==> config.mk <==
export PLATFORM = sky130hd
export DESIGN_NAME = booth_mul_r4
export DESIGN_NICKNAME = d
export VERILOG_FILES = /design/src/rtl/booth_mul_r4.sv
export SDC_FILE = /design/constraint.sdc
export NUM_CORES = 1
export LEC_CHECK = 0
export BUFFER_PORTS_ARGS = -buffer_cell sky130_fd_sc_hd__clkbuf_2
export CAP_MARGIN = 20
export CORE_UTILIZATION = 54
export CTS_BUF_LIST = sky130_fd_sc_hd__clkbuf_2
export DETAILED_ROUTE_END_ITERATION = 10
export PLACE_DENSITY = 0.78
export SYNTH_ARGS = -nofsm -noshare
export SYNTH_HDL_FRONTEND = slang
export SYNTH_SLANG_ARGS = --single-unit
==> constraint.sdc <==
create_clock -name clk -period 3.74 [get_ports clk]
set_input_delay 0.561 -clock clk [delete_from_list [all_inputs] [get_ports clk]]
set_output_delay 0.561 -clock clk [all_outputs]
set_load 0.1 [all_outputs]
==> src/rtl/booth_mul_r4.sv <==
// Radix-4 (modified) Booth multiplier, signed or unsigned operands,
// two multiplier bits retired per clock with a start/busy/done handshake.
module booth_mul_r4 #(
    parameter int N = 16
) (
    input  logic           clk,
    input  logic           rst,
    input  logic           start,
    input  logic           signed_mode,
    input  logic [N-1:0]   a,
    input  logic [N-1:0]   b,
    output logic           busy,
    output logic           done,
    output logic [2*N-1:0] product
);

    localparam int W  = (N % 2 == 0) ? N + 2 : N + 1;
    localparam int K  = W / 2;
    localparam int CW = $clog2(K + 1);
    localparam int PW = 2 * N;
    localparam logic [CW-1:0] LAST = CW'(K - 1);

    typedef enum logic [1:0] {
        S_IDLE = 2'd0,
        S_CALC = 2'd1,
        S_DONE = 2'd2
    } state_t;

    state_t r_state;
    state_t w_next;

    logic [W+1:0]  r_acc;
    logic [W:0]    r_q;
    logic [W-1:0]  r_m;
    logic [CW-1:0] r_cnt;

    logic [W+1:0]  w_m_ext;
    logic [W+1:0]  w_m2;
    logic [W+1:0]  w_pp;
    logic [W+1:0]  w_sum;
    logic [W+1:0]  w_acc_nx;
    logic [W:0]    w_q_nx;
    logic [PW-1:0] w_prod;
    logic          w_last;
    logic [W-1:0]  w_a_ext;
    logic [W-1:0]  w_b_ext;

    always_ff @(posedge clk) begin
        if (rst) begin
            r_state <= S_IDLE;
        end else begin
            r_state <= w_next;
        end
    end

    assign w_last = (r_cnt == LAST);

    always_comb begin
        w_next = r_state;
        busy   = 1'b0;
        done   = 1'b0;
        case (r_state)
            S_IDLE: begin
                if (start) begin
                    w_next = S_CALC;
                end
            end
            S_CALC: begin
                busy = 1'b1;
                if (w_last) begin
                    w_next = S_DONE;
                end
            end
            S_DONE: begin
                done   = 1'b1;
                w_next = S_IDLE;
            end
            default: begin
                w_next = S_IDLE;
            end
        endcase
    end

    // Extension bits are zero in unsigned mode so both modes share one signed datapath.
    assign w_a_ext = {{(W-N){signed_mode & a[N-1]}}, a};
    assign w_b_ext = {{(W-N){signed_mode & b[N-1]}}, b};

    assign w_m_ext = {{2{r_m[W-1]}}, r_m};
    assign w_m2    = {w_m_ext[W:0], 1'b0};

    always_comb begin
        w_pp = '0;
        case (r_q[2:0])
            3'b001, 3'b010: w_pp = w_m_ext;
            3'b011:         w_pp = w_m2;
            3'b100:         w_pp = -w_m2;
            3'b101, 3'b110: w_pp = -w_m_ext;
            default:        w_pp = '0;
        endcase
    end

    assign w_sum    = r_acc + w_pp;
    assign w_acc_nx = {{2{w_sum[W+1]}}, w_sum[W+1:2]};
    assign w_q_nx   = {w_sum[1:0], r_q[W:2]};
    assign w_prod   = PW'({w_acc_nx, w_q_nx[W:1]});

    always_ff @(posedge clk) begin
        if (rst) begin
            r_acc   <= '0;
            r_q     <= '0;
            r_m     <= '0;
            r_cnt   <= '0;
            product <= '0;
        end else begin
            if (r_state == S_IDLE && start) begin
                r_m   <= w_a_ext;
                r_q   <= {w_b_ext, 1'b0};
                r_acc <= '0;
                r_cnt <= '0;
            end else if (r_state == S_CALC) begin
                r_acc <= w_acc_nx;
                r_q   <= w_q_nx;
                r_cnt <= r_cnt + CW'(1);
                if (w_last) begin
                    product <= w_prod;
                end
            end
        end
    end

endmodule

# Yosys cells after proc, flatten, opt, wreduce, memory -nomap -nowiden
# Cells that the tools add are included.
[classes] n_addsub=4 n_eq_ne=11 n_mux=8 n_bitwise=3 reduce_logical=8
[op_table] cell="20-bit one-hot mux with 4 select lines" count=1
[op_table] cell="20-bit negator" count=2
[op_table] cell="19-bit 2-to-1 mux" count=2
[op_table] cell="20-bit adder" count=1
[op_table] cell="3-bit equality test (second input constant)" count=3
[op_table] cell="3-bit by 2-bit equality test with 1-bit output (second input constant)" count=2
[op_table] cell="2-bit OR reduction" count=3
[op_table] cell="4-bit by 1-bit adder with 4-bit output (second input constant)" count=1
[op_table] cell="4-bit equality test (second input constant)" count=1
[op_table] cell="2-bit 2-to-1 mux" count=2
[op_table] cell="2-bit != test (second input constant)" count=2
[op_table] cell="2-bit one-hot mux with 2 select lines" count=1
[op_table] cell="3-bit by 1-bit equality test with 1-bit output (second input constant)" count=1
[op_table] cell="3-bit AND reduction" count=1
[op_table] cell="1-bit AND" count=2
[op_table] cell="2-bit by 1-bit equality test with 1-bit output (second input constant)" count=1
[op_table] cell="2-bit equality test (second input constant)" count=1
[op_table] cell="2-bit logical NOT" count=1
[op_table] cell="1-bit 2-to-1 mux" count=2
[op_table] cell="2-bit AND reduction" count=1
[op_table] cell="2-bit nonzero test" count=1
[op_table] cell="1-bit logical AND" count=1
[op_table] cell="1-bit inverter" count=1
[word_totals] register_bits=92 in_bits=36 out_inout_bits=34 elab_cells=41

# Logic depth before layout (Yosys ltp)
[depth] word_depth=6 mapped_depth=19 depth_no_buf=18

# Worst setup path before layout
# OpenSTA, ideal clock, no wires.
[synth_path] kind="reg2reg" from="reg r_m[6]" to="reg r_acc[17] (netlist name)" setup_time_ps=70 arrival_ps=3931 required_time_ps=3670 path_slack_ps=-262 path_stages_with_launch=18 path_buffers=2 synth_period_minus_slack_ps=4002 cell_sequence="dfxtp_1 -> buf_6 -> or4_4 -> or3_1 -> or4_1 -> nand2_1 -> xnor2_1 -> a221oi_1 -> nor2_1 -> ha_1 -> clkbuf_1 -> and4_1 -> nand3_1 -> o41ai_1 -> nor3_1 -> xor2_1 -> or3_1 -> a21oi_1"
[synth_via] elab_chain_len=3 elab_cells_between_ends=4 classes_between="3 x add/sub; 1 x mux"
[synth_lines] item="start, declared" line_no="34" text="logic [W-1:0] r_m;"
[synth_lines] item="start signal, assigned" line_no="116" text="r_m <= w_a_ext;"
[synth_lines] item="20-bit negator, on equally long branches" line_no="97, 96"
[synth_lines] item="20-bit one-hot mux with 4 select lines *" line_no="93" text="case (r_q[2:0])"
[synth_lines] item="20-bit adder *" line_no="102" text="assign w_sum = r_acc + w_pp;"
# Every way passes the cells marked *; elsewhere a longest branch is shown, timed or not.
# A chain may end at the register's enable or synchronous reset.

# Worst setup path in the final report
[layout_path] from="reg r_m[5]" to="reg r_acc[17] (netlist name)"
[layout_via] elab_chain_len=3 elab_cells_between_ends=4 classes_between="3 x add/sub; 1 x mux"
[layout_lines] item="20-bit negator, on equally long branches" line_no="97, 96"
[layout_lines] item="20-bit one-hot mux with 4 select lines *" line_no="93"
[layout_lines] item="20-bit adder *" line_no="102"
# Marked as above.

==> results.ini <==
[critical_path]
cp_cell_sequence=or4_4 > or3_1 > or4_4 > nand2_1 > xnor2_1 > a221oi_1 > nor2_1 > ha_1 > and4_1 > nand3_2 > o41ai_2 > nor3_2 > xor2_1 > or3_1 > a21oi_1
cp_slowest_cell=or4_4
worst_setup_path_end_kind=flop
cpPeakStageDelay_ns=0.56
worstPathRequired_ns=4.28
crit_type=reg2reg
path_max_fanout=5
start_kind=flop
critPathTopFamily=simple AND/OR/NAND/NOR gates
crit_buf_inv=0
worstPathArrival_ns=4.43

[logic_synthesis]
syn-num-nets=780
synthArstFlopShare_pct=0
yosys_register_bits=92
syn_area_per_cell_um2=7.30
yosysSeqAreaShare_pct=35.0
synth_edf_count=0
yosysWarnings=0
postSynthCellCount=721
synth_cell_types=55
synthesis.area_um2=5260
synth_ff_type=dfxtp_1

[routing]
vias=5485
drt_pass1_iterations=6
wl_per_cell_um=16.0
drt-total-wl_um=15300
ant_nets=0
drc=0
vias_per_cell=5.75
first_iter_violations=490

[sta]
setup_violations=3
relSlewSlack_pct=57.3
worst_pin_slew_ns=0.641
hold_viol_final=0
holdWs_ns=0.162
finalWorstSetupSlack_ns=-0.154
rsz0062_at_grt=yes
max_freq_ghz=0.257
finalCritPeriodShare_pct=104
period_needed_ns=3.89
finalClockSkew_ns=0.0371
maxSlewViolCount=0

[placed_design]
port_buffers=69
place_congestion=0.923
dp_hpwl_um=10700
dp_cells=931

[clock_network]
clock_sinks=92
root_buffer=clkbuf_2
htreeDepth=3
cts_tree=built
clk_pin_slew_ns=0.29
clk-insertion-delay-late_ns=0.57
cts_buffers=9
cts_max_path_buffers=2

[finish]
fin_cells=954
n_antenna_cell=0
final_cell_mix=182 x nand2_1, 99 x a21oi_1, 88 x dfxtp_1
nets=879
drive_gt1_share_pct=25.6
area_delta_synth_final_pct=24.3
mostFrequentLayoutCell=nand2_1
finish.utilization_pct=70.1

[global_route]
grt-ovfl-total=0
grt_pass1_wl_um=24500
grtUsageTotal_pct=30.4
antenna_found_initial=0
grt_pass1_vias=5156
grt_max_degree=62

[power_and_ir_drop]
powerDensity_nw_per_um2=324
fin_total_pwr_uw=2120
p_leak_uw=0.00269
peakVddDrop_v=0.000209

[flow_run]
maxCapViolCount=0

[die]
dieArea_um2=10100
core_um2=9330
io_pins=70
dieWidth_um=101
core.rowCount=35
initial_core_util_pct=56.4
dieHeight_um=101

[run_status]
status=finished, violations left
failed_checks=negative setup slack

[hold_path]
hold_class=in2reg

-- path summary, 6_finish.rpt --
kind | to | slack (ns) | depth (start not counted) | from
hold / removal | r_m[2]$_SDFFE_PP0P_ | 0.16 | 3 | a[2]
hold reg to reg | product[5]$_SDFFE_PP0P_ | 0.47 | 2 | product[5]$_SDFFE_PP0P_
setup / recovery | r_acc[17]$_SDFFE_PP0P_ | -0.15 | 15 | r_m[5]$_SDFFE_PP0P_
setup reg to reg | r_acc[17]$_SDFFE_PP0P_ | -0.15 | 15 | r_m[5]$_SDFFE_PP0P_
-- cell usage after synthesis (2+ instances only) --
cell | n | area [µm²]
nand3_1 | 14 | 70.1
nand2b_1 | 8 | 50.1
clkbuf_1 | 49 | 184
nand3b_1 | 2 | 15.0
a31oi_1 | 9 | 56.3
inv_1 | 12 | 45.0
buf_2 | 3 | 15.0
a221oi_1 | 7 | 61.3
nor3_1 | 9 | 45.0
and2_1 | 2 | 12.5
o22ai_1 | 2 | 12.5
nand2_1 | 184 | 691
xnor2_1 | 20 | 175
nor3b_1 | 4 | 30.0
clkinv_1 | 2 | 7.51
nor4_1 | 2 | 12.5
a21oi_1 | 104 | 521
a21o_1 | 7 | 52.6
o311ai_0 | 2 | 17.5
xor2_1 | 14 | 123
or3_1 | 5 | 31.3
o211ai_1 | 5 | 37.5
o21bai_1 | 3 | 22.5
a211oi_1 | 3 | 22.5
o21a_1 | 2 | 15.0
nand4_1 | 4 | 25.0
a22oi_1 | 18 | 135
ha_1 | 22 | 275
or4_1 | 3 | 22.5
nor4_2 | 2 | 25.0
o21ai_0 | 34 | 170
o31ai_1 | 4 | 30.0
dfxtp_1 | 92 | 1840
nor2_1 | 39 | 146
nor2b_1 | 9 | 56.3
-- sequential cells by signal, summed over array words and instances (netlist names) --
| signal | cells |
|---|---|
| r_q | 19 |
| r_cnt | 4 |
| r_state | 2 |
| product | 32 |
| r_m | 17 |
| r_acc | 18 |
-- worst min-delay path: stages --
cell      delay, ns
clkbuf_2       0.08
nand2_1        0.04
a21oi_1        0.05
-- power breakdown --
group	internal, µW	switching, µW	total, µW	leakage, µW
sequential	1020	34.5	1050	0.000749
combinational	245	328	573	0.00187
clock	106	385	491	0.0000696
total	1370	748	2120	0.00269
-- cell families after synthesis --
kind of cell	share of synthesized area [%]
flip-flops	35.0
buffers and inverters	5.06
AND/OR/NAND/NOR	24.7
adder cells (fa/ha/maj)	5.61
AO/OA/AOI/OAI	24.0
XOR/XNOR	5.66
-- cell type report --
class,instances,area [µm²]
repair buffers,142,917
flip-flops and latches,92,1850
inverters,14,55.1
well taps,129,161
clock buffers,9,45.0
multi-input cells,561,3450
fillers,794,2790
clock inverters,7,66.3
-- stage by stage --
step	cell area, µm²	setup TNS, ns	setup slack [ns]
CTS	6290	-0.102	-0.102
finish	6540	-0.234	-0.154
detailed placement	6070	-0.733	-0.221
global placement	6070	-0.0706	-0.0556
global route	6540	-1.66	-0.316
floorplan	5280	-0.148	-0.148
-- repair_timing --
item,in CTS,in global routing
hold buffers,0,0
endpoints found under the hold margin,0,0
gates resized for setup,22,43
endpoints found under the setup margin,8,16
pin swaps,12,23
setup buffers,3,5
-- per-layer routing --
layer  wire, µm  global-route usage (%)
met1       6580                    40.3
met3       1040                    5.27
met5          0                       0
met4        555                    13.7
met2       7090                    48.6
Note: power is estimated with default switching activity, not from simulation.
